File: config.mk
export PLATFORM = sky130hd
export DESIGN_NAME = pipe_ctrl_flat
export DESIGN_NICKNAME = d
export VERILOG_FILES = /design/src/rtl/pipe_ctrl_pkg.sv /design/src/rtl/pipe_ctrl_if.sv /design/src/rtl/pipe_ctrl_hazard_detect.sv /design/src/rtl/pipe_ctrl.sv /design/src/flat_wrapper.sv
export SDC_FILE = /design/constraint.sdc
export NUM_CORES = 1
export LEC_CHECK = 0
export CAP_MARGIN = 30
export CORE_MARGIN = 3
export CORE_UTILIZATION = 30
export DETAILED_ROUTE_END_ITERATION = 12
export GPL_ROUTABILITY_DRIVEN = 0
export PLACE_DENSITY = 0.74
export SKIP_CTS_REPAIR_TIMING = 1
export SYNTH_ARGS = -nofsm -noshare
export SYNTH_HDL_FRONTEND = slang
export SYNTH_HIERARCHICAL = 1
export SYNTH_SLANG_ARGS = --single-unit
export TNS_END_PERCENT = 1
File: constraint.sdc
create_clock -name clk -period 1.3 [get_ports clk]
set_input_delay 0.195 -clock clk [delete_from_list [all_inputs] [get_ports clk]]
set_output_delay 0.195 -clock clk [all_outputs]
set_load 0.05 [all_outputs]
File: src/rtl/pipe_ctrl_pkg.sv
// Shared types and constants for the pipeline hazard/stall controller.
package pipe_ctrl_pkg;

  localparam int REG_W           = 5;
  localparam int MEM_TIMEOUT_DEF = 16;

  typedef enum logic {
    RUN     = 1'b0,
    MEMWAIT = 1'b1
  } state_t;

endpackage

File: src/rtl/pipe_ctrl_if.sv
// Hazard-field inputs and pipeline-control outputs of pipe_ctrl.
// The slave modport is the controller; the master modport drives the pipeline fields.
interface pipe_ctrl_if;
   import pipe_ctrl_pkg::*;

   logic [REG_W-1:0] id_rs;
   logic [REG_W-1:0] id_rt;
   logic             ex_MemRead;
   logic [REG_W-1:0] ex_rfile_wn;
   logic             mem_Branch;
   logic             mem_Beq;
   logic             mem_zero;
   logic             mem_bgtz;
   logic             mem_MemRead;
   logic             mem_MemWrite;
   logic             mem_ready;

   logic en_pc, en_ifid, en_idex, en_exmem, en_memwb;
   logic flush_ifid, flush_idex, flush_exmem, flush_memwb;
   logic pc_sel;
   logic mem_err;

   modport slave (
      input  id_rs, id_rt, ex_MemRead, ex_rfile_wn,
      input  mem_Branch, mem_Beq, mem_zero, mem_bgtz,
      input  mem_MemRead, mem_MemWrite, mem_ready,
      output en_pc, en_ifid, en_idex, en_exmem, en_memwb,
      output flush_ifid, flush_idex, flush_exmem, flush_memwb,
      output pc_sel, mem_err
   );

   modport master (
      output id_rs, id_rt, ex_MemRead, ex_rfile_wn,
      output mem_Branch, mem_Beq, mem_zero, mem_bgtz,
      output mem_MemRead, mem_MemWrite, mem_ready,
      input  en_pc, en_ifid, en_idex, en_exmem, en_memwb,
      input  flush_ifid, flush_idex, flush_exmem, flush_memwb,
      input  pc_sel, mem_err
   );

endinterface

File: src/rtl/pipe_ctrl_hazard_detect.sv
// Load-use hazard detection: the load in EX writes a register the ID instruction reads.
module hazard_detect
   import pipe_ctrl_pkg::*;
(
   input  logic             ex_MemRead,
   input  logic [REG_W-1:0] ex_rfile_wn,
   input  logic [REG_W-1:0] id_rs,
   input  logic [REG_W-1:0] id_rt,
   output logic             lu
);

   // Register 0 is hard-wired to zero, so a load into it never creates a dependency.
   assign lu = ex_MemRead && (ex_rfile_wn != '0) &&
               ((ex_rfile_wn == id_rs) || (ex_rfile_wn == id_rt));

endmodule

File: src/rtl/pipe_ctrl.sv
// Pipeline controller: memory-wait FSM with timeout, branch flush and load-use stall.
// Optional performance counters (stall_cnt, flush_cnt) are built when PIPE_CTRL_PERF_EN is defined.
module pipe_ctrl
   import pipe_ctrl_pkg::*;
#(
   parameter int MEM_TIMEOUT = MEM_TIMEOUT_DEF
) (
   input  logic        clk,
   input  logic        rst,
   pipe_ctrl_if.slave  bus
`ifdef PIPE_CTRL_PERF_EN
   ,
   output logic [31:0] stall_cnt,
   output logic [31:0] flush_cnt
`endif
);

   localparam int CNT_W = $clog2(MEM_TIMEOUT + 1);

   state_t           state;
   logic [CNT_W-1:0] wait_cnt;
   logic [CNT_W-1:0] wait_inc;
   logic             err_q;
   logic             lu;
   logic             br_tk;
   logic             ms;
   logic             timeout_hit;

   hazard_detect u_hazard (
      .ex_MemRead  (bus.ex_MemRead),
      .ex_rfile_wn (bus.ex_rfile_wn),
      .id_rs       (bus.id_rs),
      .id_rt       (bus.id_rt),
      .lu          (lu)
   );

   assign br_tk = (bus.mem_Branch && (bus.mem_Beq ? bus.mem_zero : !bus.mem_zero))
                  || bus.mem_bgtz;
   assign ms    = (bus.mem_MemRead || bus.mem_MemWrite) && !bus.mem_ready;

   assign wait_inc = (wait_cnt == CNT_W'(MEM_TIMEOUT)) ? wait_cnt : wait_cnt + 1'b1;

   // wait_cnt holds the stall cycles already completed, so the current stall
   // cycle is the MEM_TIMEOUT-th one when wait_cnt equals MEM_TIMEOUT-1.
   assign timeout_hit = ms && (wait_cnt >= CNT_W'(MEM_TIMEOUT - 1));

   // NOTE: state registers use non-blocking assignments so every flop samples
   // pre-edge values regardless of block ordering.
   always_ff @(posedge clk) begin
      if (rst) begin
         state    <= RUN;
         wait_cnt <= '0;
         err_q    <= 1'b0;
      end else begin
         case (state)
            RUN: begin
               if (ms) begin
                  state    <= MEMWAIT;
                  wait_cnt <= wait_inc;
               end else begin
                  wait_cnt <= '0;
               end
            end
            MEMWAIT: begin
               if (ms) begin
                  wait_cnt <= wait_inc;
               end else begin
                  state    <= RUN;
                  wait_cnt <= '0;
               end
            end
            default: begin
               state    <= RUN;
               wait_cnt <= '0;
            end
         endcase
         if (timeout_hit) err_q <= 1'b1;
      end
   end

   // NOTE: every output gets a default before the priority chain so no path
   // leaves a signal unassigned and no latch is inferred.
   always_comb begin
      bus.en_pc       = 1'b1;
      bus.en_ifid     = 1'b1;
      bus.en_idex     = 1'b1;
      bus.en_exmem    = 1'b1;
      bus.en_memwb    = 1'b1;
      bus.flush_ifid  = 1'b0;
      bus.flush_idex  = 1'b0;
      bus.flush_exmem = 1'b0;
      bus.flush_memwb = 1'b0;
      bus.pc_sel      = 1'b0;
      if (rst) begin
         bus.en_pc       = 1'b0;
         bus.en_ifid     = 1'b0;
         bus.en_idex     = 1'b0;
         bus.en_exmem    = 1'b0;
         bus.en_memwb    = 1'b0;
         bus.flush_ifid  = 1'b1;
         bus.flush_idex  = 1'b1;
         bus.flush_exmem = 1'b1;
         bus.flush_memwb = 1'b1;
      end else if (ms) begin
         bus.en_pc       = 1'b0;
         bus.en_ifid     = 1'b0;
         bus.en_idex     = 1'b0;
         bus.en_exmem    = 1'b0;
         bus.flush_memwb = 1'b1;
      end else if (br_tk) begin
         // The squashed ID instruction makes any concurrent load-use stall moot.
         bus.pc_sel      = 1'b1;
         bus.flush_ifid  = 1'b1;
         bus.flush_idex  = 1'b1;
         bus.flush_exmem = 1'b1;
      end else if (lu) begin
         bus.en_pc       = 1'b0;
         bus.en_ifid     = 1'b0;
         bus.flush_idex  = 1'b1;
      end
   end

   assign bus.mem_err = !rst && (err_q || timeout_hit);

`ifdef PIPE_CTRL_PERF_EN
   always_ff @(posedge clk) begin
      if (rst) begin
         stall_cnt <= '0;
         flush_cnt <= '0;
      end else begin
         if (ms || lu) stall_cnt <= stall_cnt + 32'd1;
         if (br_tk)    flush_cnt <= flush_cnt + 32'd1;
      end
   end
`endif

endmodule

File: src/flat_wrapper.sv
// flat-port wrapper written by rule: the top's interface ports become plain ports
module pipe_ctrl_flat import pipe_ctrl_pkg::*;
#(
   parameter int MEM_TIMEOUT = MEM_TIMEOUT_DEF
)
  (clk, rst, bus_id_rs, bus_id_rt, bus_ex_MemRead, bus_ex_rfile_wn, bus_mem_Branch, bus_mem_Beq, bus_mem_zero, bus_mem_bgtz, bus_mem_MemRead, bus_mem_MemWrite, bus_mem_ready, bus_en_pc, bus_en_ifid, bus_en_idex, bus_en_exmem, bus_en_memwb, bus_flush_ifid, bus_flush_idex, bus_flush_exmem, bus_flush_memwb, bus_pc_sel, bus_mem_err);
  pipe_ctrl_if bus_i ();
  input  logic clk;
  input  logic rst;
  input wire logic [$bits(bus_i.id_rs)-1:0] bus_id_rs;
  input wire logic [$bits(bus_i.id_rt)-1:0] bus_id_rt;
  input wire logic [$bits(bus_i.ex_MemRead)-1:0] bus_ex_MemRead;
  input wire logic [$bits(bus_i.ex_rfile_wn)-1:0] bus_ex_rfile_wn;
  input wire logic [$bits(bus_i.mem_Branch)-1:0] bus_mem_Branch;
  input wire logic [$bits(bus_i.mem_Beq)-1:0] bus_mem_Beq;
  input wire logic [$bits(bus_i.mem_zero)-1:0] bus_mem_zero;
  input wire logic [$bits(bus_i.mem_bgtz)-1:0] bus_mem_bgtz;
  input wire logic [$bits(bus_i.mem_MemRead)-1:0] bus_mem_MemRead;
  input wire logic [$bits(bus_i.mem_MemWrite)-1:0] bus_mem_MemWrite;
  input wire logic [$bits(bus_i.mem_ready)-1:0] bus_mem_ready;
  output wire logic [$bits(bus_i.en_pc)-1:0] bus_en_pc;
  output wire logic [$bits(bus_i.en_ifid)-1:0] bus_en_ifid;
  output wire logic [$bits(bus_i.en_idex)-1:0] bus_en_idex;
  output wire logic [$bits(bus_i.en_exmem)-1:0] bus_en_exmem;
  output wire logic [$bits(bus_i.en_memwb)-1:0] bus_en_memwb;
  output wire logic [$bits(bus_i.flush_ifid)-1:0] bus_flush_ifid;
  output wire logic [$bits(bus_i.flush_idex)-1:0] bus_flush_idex;
  output wire logic [$bits(bus_i.flush_exmem)-1:0] bus_flush_exmem;
  output wire logic [$bits(bus_i.flush_memwb)-1:0] bus_flush_memwb;
  output wire logic [$bits(bus_i.pc_sel)-1:0] bus_pc_sel;
  output wire logic [$bits(bus_i.mem_err)-1:0] bus_mem_err;
  assign bus_i.id_rs = bus_id_rs;
  assign bus_i.id_rt = bus_id_rt;
  assign bus_i.ex_MemRead = bus_ex_MemRead;
  assign bus_i.ex_rfile_wn = bus_ex_rfile_wn;
  assign bus_i.mem_Branch = bus_mem_Branch;
  assign bus_i.mem_Beq = bus_mem_Beq;
  assign bus_i.mem_zero = bus_mem_zero;
  assign bus_i.mem_bgtz = bus_mem_bgtz;
  assign bus_i.mem_MemRead = bus_mem_MemRead;
  assign bus_i.mem_MemWrite = bus_mem_MemWrite;
  assign bus_i.mem_ready = bus_mem_ready;
  assign bus_en_pc = bus_i.en_pc;
  assign bus_en_ifid = bus_i.en_ifid;
  assign bus_en_idex = bus_i.en_idex;
  assign bus_en_exmem = bus_i.en_exmem;
  assign bus_en_memwb = bus_i.en_memwb;
  assign bus_flush_ifid = bus_i.flush_ifid;
  assign bus_flush_idex = bus_i.flush_idex;
  assign bus_flush_exmem = bus_i.flush_exmem;
  assign bus_flush_memwb = bus_i.flush_memwb;
  assign bus_pc_sel = bus_i.pc_sel;
  assign bus_mem_err = bus_i.mem_err;
  pipe_ctrl #(.MEM_TIMEOUT(MEM_TIMEOUT)) u_core (.clk(clk), .rst(rst), .bus(bus_i));
endmodule
# After elaboration in Yosys (flattened, before gate mapping)
# Index checks and enable logic that the tools add are counted.
# Widths: inputs -> output; s select.
dict set report totals {
  reg_bits 6
  in_bits 25
  wordCells 42
}
dict set report op_classes {
  addsub 1
  magnitude_cmp 1
  eq_ne 4
  n_mux 20
  reduce_logical 14
}
# op count
set op_table {}
lappend op_table {{$mux 1} 18}
lappend op_table {{$eq 5x5->1} 2}
lappend op_table {{$mux 5} 2}
lappend op_table {{$logic_and 1x1->1} 6}
lappend op_table {{$add 5x1->5 const B} 1}
lappend op_table {{$eq 5x5->1 const B} 1}
lappend op_table {{$ge 5x4->1 const B} 1}
lappend op_table {{$reduce_bool 5->1} 1}
lappend op_table {{$logic_or 1x1->1} 4}
lappend op_table {{$logic_not 1->1} 3}
lappend op_table {{$ne 2x2->1 const B} 1}

# Longest topological paths before layout
dict set report logic_depth {
  depth_word 7
  mapped_depth 6
  depth_no_buf 6
}

# Cells and area by module
# Netlist, hierarchy kept.
# mod n_inst cells_per_inst area_per_inst_um2 seq_area_each_um2
set by_module_without_submodules {}
lappend by_module_without_submodules {pipe_ctrl 1 46 385.4 120.1}
lappend by_module_without_submodules {hazard_detect 1 17 125.1 0.0}

# Least setup slack after synthesis
# OpenSTA, ideal clock, no wires.
dict set report synth_timing {
  path_kind {input to output}
  from {input rst}
  to {output bus_en_pc}
  t_arrival_ns 2.425
  required_ns 1.105
  setup_slack_ns -1.320
  path_stages 4
  cell_sequence {inv_1 > nand2_1 > a21oi_1 > buf_4}
}
dict set report synth_via {
  elab_chain_len 1
}
# element line
set synth_lines {}
lappend synth_lines {{from (decl)} flat_wrapper.sv:9} ;# input logic rst;
lappend synth_lines {{$mux 1} n/a}
lappend synth_lines {{to (decl)} flat_wrapper.sv:21} ;# output wire logic [$bits(bus_i.en_pc)-1:0] bus_en_pc;
# No other way between the ends.

# Worst setup path after layout
dict set report layout_timing {
  from {input bus_ex_rfile_wn[1]}
  to {output bus_en_ifid}
}
dict set report layout_via {
  elab_chain_len 7
}
# element line
set layout_lines {}
lappend layout_lines {{from (decl)} flat_wrapper.sv:13} ;# input wire logic [$bits(bus_i.ex_rfile_wn)-1:0] bus_ex_rfile_wn;
lappend layout_lines {{$eq 5x5->1 or $reduce_bool 5->1 (tied branches)} {pipe_ctrl_hazard_detect.sv:14, pipe_ctrl_hazard_detect.sv:13}}
lappend layout_lines {{$logic_or 1x1->1 or $logic_and 1x1->1 (tied branches)} {pipe_ctrl_hazard_detect.sv:14, pipe_ctrl_hazard_detect.sv:13}}
lappend layout_lines {{$logic_and 1x1->1 (*)} pipe_ctrl_hazard_detect.sv:13} ;# assign lu = ex_MemRead && (ex_rfile_wn != '0) &&
lappend layout_lines {{via u_core.lu} pipe_ctrl.sv:24} ;# logic lu;
lappend layout_lines {{$mux 1 (*)} pipe_ctrl.sv:116} ;# end else if (lu) begin
lappend layout_lines {{$mux 1 (*)} pipe_ctrl.sv:110} ;# end else if (br_tk) begin
lappend layout_lines {{$mux 1 (*)} pipe_ctrl.sv:104} ;# end else if (ms) begin
lappend layout_lines {{$mux 1 (*)} pipe_ctrl.sv:94} ;# if (rst) begin
lappend layout_lines {{to (decl)} flat_wrapper.sv:22} ;# output wire logic [$bits(bus_i.en_ifid)-1:0] bus_en_ifid;
# Mark *: on every way through the listed nets, which the timed path passes. The rest lies on a longest branch.

==> results by stage <==
STA:
- Final hold analysis gives a worst-case slack of 0.485 ns.
- Setup violations remaining at the end of the flow were counted as 10.
- The final hold violation count is 0.
- The actual transition at the worst max-transition pin is 0.293 ns.
- The worst path in the final design needs a cycle of 1.79 ns, including I/O delays and setup.
- The highest achievable clock rate is 559 MHz.
- Of the available clock period, the critical path in the final layout requires 1.37.
- Setup repair after global routing could not meet its margin everywhere.
- The max-slew violation total from the final report is 0.
- After layout, the worst setup slack is -0.487 ns.
- The post-route setup TNS is -3.28 ns.
- The clock skew is 0.00125 ns.
- The headroom to the max-slew limit is 0.804.

Synth:
- The area fraction in compound gates after synthesis is 0.125.
- The cell count after synthesis came out at 63.
- The synthesized-area fraction occupied by adder cells is 0.0735.
- The mapped cell area is 510 um^2.
- A synthesized cell averages 8.10 um^2.
- Of the post-synthesis cell area, the dominant cell type holds 0.235.
- The register bit count reported by yosys is 6.
- When the netlist entered floorplanning its net count stood at 91.
- The mux contribution to synthesized area is 0.0196.
- Of all cell types, the one taking the most synthesized area is dfxtp_1.
- For this run, the number of Yosys warnings is 6.
- After synthesis, the largest family of logic cells by area is XOR/XNOR gates.
- The distinct cell type count of the synthesized netlist is 21.
- The simple logic cell fraction of the synthesized area is 0.211.
- The xor/xnor share of the synthesized area is 0.240.
- The share of the Yosys chip area taken by registers is 0.235.
- Ranked by total cell area, the synthesized netlist is headed by dfxtp_1 24%, xnor2_1 12%, xor2_1 12%.

Final layout:
- The antenna diode count is 0.
- The multi-input combinational cell area is 434 um^2.
- Counting the fill cells in the layout gives 112.
- Once layout is complete, the cells apart from fillers number 127.
- In the final layout, the share of cells above drive strength 1 is 0.432.
- The growth of design area from synthesis to finish is 137%.
- The post-layout net count is 141.
- The register cell area after layout is 123 um^2.

Routing:
- Once detail routing completed, the nets flagged for antenna violations numbered 0.
- The number of DRC violations after detailed routing is 0.
- After detailed routing, the met2 layer carries 915 um of wire.
- The wire length per cell is 12.8 um.
- The met1 layer wirelength in the final routing is 568 um.
- The number of iterations in the first detailed-routing pass is 4.
- The number of violations reported at the end of detailed-routing iteration 0 is 7.
- The final layout contains routed wiring with a total length of 1620 um.
- After detailed routing, the number of vias per cell comes to 4.90.
- The uppermost layer routed is met4.
- After detailed routing, the met3 layer carries 129 um of wire.
- The routed layout has 622 vias.

Floorplanning:
- The region available for standard cell placement spans 1560 um^2.
- For this configuration, the core starts out at a cell density of 0.327.
- The die boundary height is 47.3 um.
- The die covers 2230 um^2.
- In this run the count of I/O pins placed on the die edge is 36.
- The standard-cell row count is 14.
- The die is 47.3 um wide.

Pwr:
- In this run the power density over the cells is 608 nW/um^2.
- The peak supply drop is 0.479 mV.
- For this design the static power due to leakage is 0.563 nW.

Clocking:
- After clock tree synthesis, the clock-pin slew on the worst setup and hold paths is 0.04 ns.
- The root buffer cell chosen for the clock tree is clkbuf_4.
- The clock sink total is 6.
- The maximum level of the CTS H-tree is 1.
- TritonCTS built the clock tree.
- Counting the buffers created by CTS gives 3.
- The source-to-sink clock delay at the later pin of the worst-skew pair is 0.24 ns.
- The maximum root-to-sink buffer count is 2.

Global routing:
- The sum of overflow across all layers after global routing is 0.
- The total track usage is 0.150.
- The first global-routing pass estimated 2300 um of wire.
- The via count of the first global-routing pass is 570.
- The maximum number of pins on one net before global-route repair is 6.
- The initial antenna violation count came to 0.

Critical path:
- The cell family with the largest share of critical-path delay is simple AND/OR/NAND/NOR gates.
- Data on the critical path is required at its endpoint by 1.11 ns.
- The slowest stage of the critical path is the or4_1 cell.
- In this design, the stage delay of the slowest critical-path cell is 0.54 ns.
- The worst path buffer plus inverter count is 3.
- Data arrives at the worst endpoint at 1.59 ns.
- By startpoint and endpoint, the worst setup path is classified as in2out.
- The nature of the critical path endpoint is an output port.
- Walking the worst path, the cells encountered are dlymetal6s2s_1, or4_1, o21ai_2, a21oi_2, buf_4, a21oi_4, buf_12.
- The category of the worst setup path launch point is an input port.
- In this run the worst path has a maximum fanout of 3.

Outcome:
- The run finished, with violations left.
- The final reports fail on negative setup slack.

Job:
- The number of max-cap violations is 0.

Worst hold path:
- The type of the tightest min-delay check is reg2reg.

Placement:
- The sum of net half-perimeters after detailed placement is 1400 um.
- The number of I/O port buffers is 35.
- The total instance count after detailed placement is 122.
[cell usage in the layout, fill, tap and decap left out, drive strengths merged]
| cell | instances |
|---|---|
| and4bb | 1 |
| inv | 5 |
| nand3 | 3 |
| o21bai | 1 |
| xnor2 | 7 |
| o21a | 2 |
| nor3 | 3 |
| dfxtp | 6 |
| a21oi | 6 |
| clkinvlp | 2 |
| nand2 | 1 |
| or4 | 1 |
| nor2 | 6 |
| nand4 | 1 |
| xor2 | 7 |
| mux2i | 1 |
| a31oi | 1 |
| nand2b | 1 |
| buf | 24 |
| clkdlybuf4s50 | 12 |
| o21ai | 1 |
| dlymetal6s2s | 12 |
| ha | 3 |
| clkbuf | 3 |
| and3 | 1 |
[power breakdown]
group          internal [mW]  switching (mW)  leakage (nW)  total (mW)
Combinational          0.198           0.181         0.500       0.379
Sequential             0.188         0.00252        0.0494       0.190
Clock                  0.104          0.0614        0.0138       0.165
Total                  0.490           0.245         0.563       0.734
[routing by layer]
metal,vias up,global-route usage
li1,306,-
met1,289,0.146
met2,25,0.275
met3,2,0.0690
met4,0,0.0497
met5,-,0
[stage by stage]
step | util | power (mW) | area [um^2] | setup WS, ns
CTS | 0.713 | 0.744 | 1110 | -0.743
detailed placement | 0.699 | 0.571 | 1090 | -0.742
floorplan | - | 0.367 | 566 | -0.397
finish | 0.775 | 0.734 | 1210 | -0.487
global route | 0.775 | 0.781 | 1210 | -0.536
global placement | 0.699 | 0.565 | 1090 | -0.725
[path summary, 6_finish.rpt]
| path | cells past startpoint | slack (ns) | from | end |
|---|---|---|---|---|
| setup / recovery | 7 | -0.49 | bus_ex_rfile_wn[1] | bus_en_ifid |
| hold / removal | 1 | 0.48 | u_core/err_q$_SDFFE_PP0P_ | u_core/err_q$_SDFFE_PP0P_ |
| setup reg to reg | 6 | 0.03 | u_core/wait_cnt[0]$_SDFFE_PP0P_ | u_core/wait_cnt[1]$_SDFFE_PP0P_ |
| hold reg to reg | 1 | 0.48 | u_core/err_q$_SDFFE_PP0P_ | u_core/err_q$_SDFFE_PP0P_ |
[synth_stat cells]
cell and count:
and3_2 1, nor2_1 6, nor3_1 3, o21ai_1 1, inv_1 7, or4_1 1, a21oi_1 6, o21bai_1 1
buf_4 3, mux2i_1 1, nand2_1 1, dfxtp_1 6, ha_1 3, nand3_1 3, a31oi_1 1, and4bb_4 1
nand4_1 1, o21a_1 2, xor2_1 7, nand2b_4 1, xnor2_1 7
[registers in the layout, indices dropped and copies added, names as in the netlist]
| signal | count |
|---|---|
| u_core/wait_cnt | 5 |
| u_core/err_q | 1 |
[area by class of cell]
cell class	instances	share of cell area
clock buffer	3	0.0186
inverter	7	0.0280
multi-input combinational	47	0.359
sequential	6	0.101
tap	16	0.0166
timing repair buffer	48	0.476
[worst reg2reg max path, cell delays in order, from the launching register on]
cell and delay [ns]:
dfxtp_2 0.33, buf_4 0.14, inv_2 0.06, ha_1 0.14, and4bb_4 0.27, mux2i_1 0.18, nor2_1 0.05
[logic make-up after synthesis]
family                   after synthesis
AO/OA/AOI/OAI                         11
XOR/XNOR                              14
adder cells (fa/ha/maj)                3
buffers and inverters                 10
flip-flops                             6
multiplexers                           1
AND/OR/NAND/NOR                       18
(Power assumes the default switching activity.)
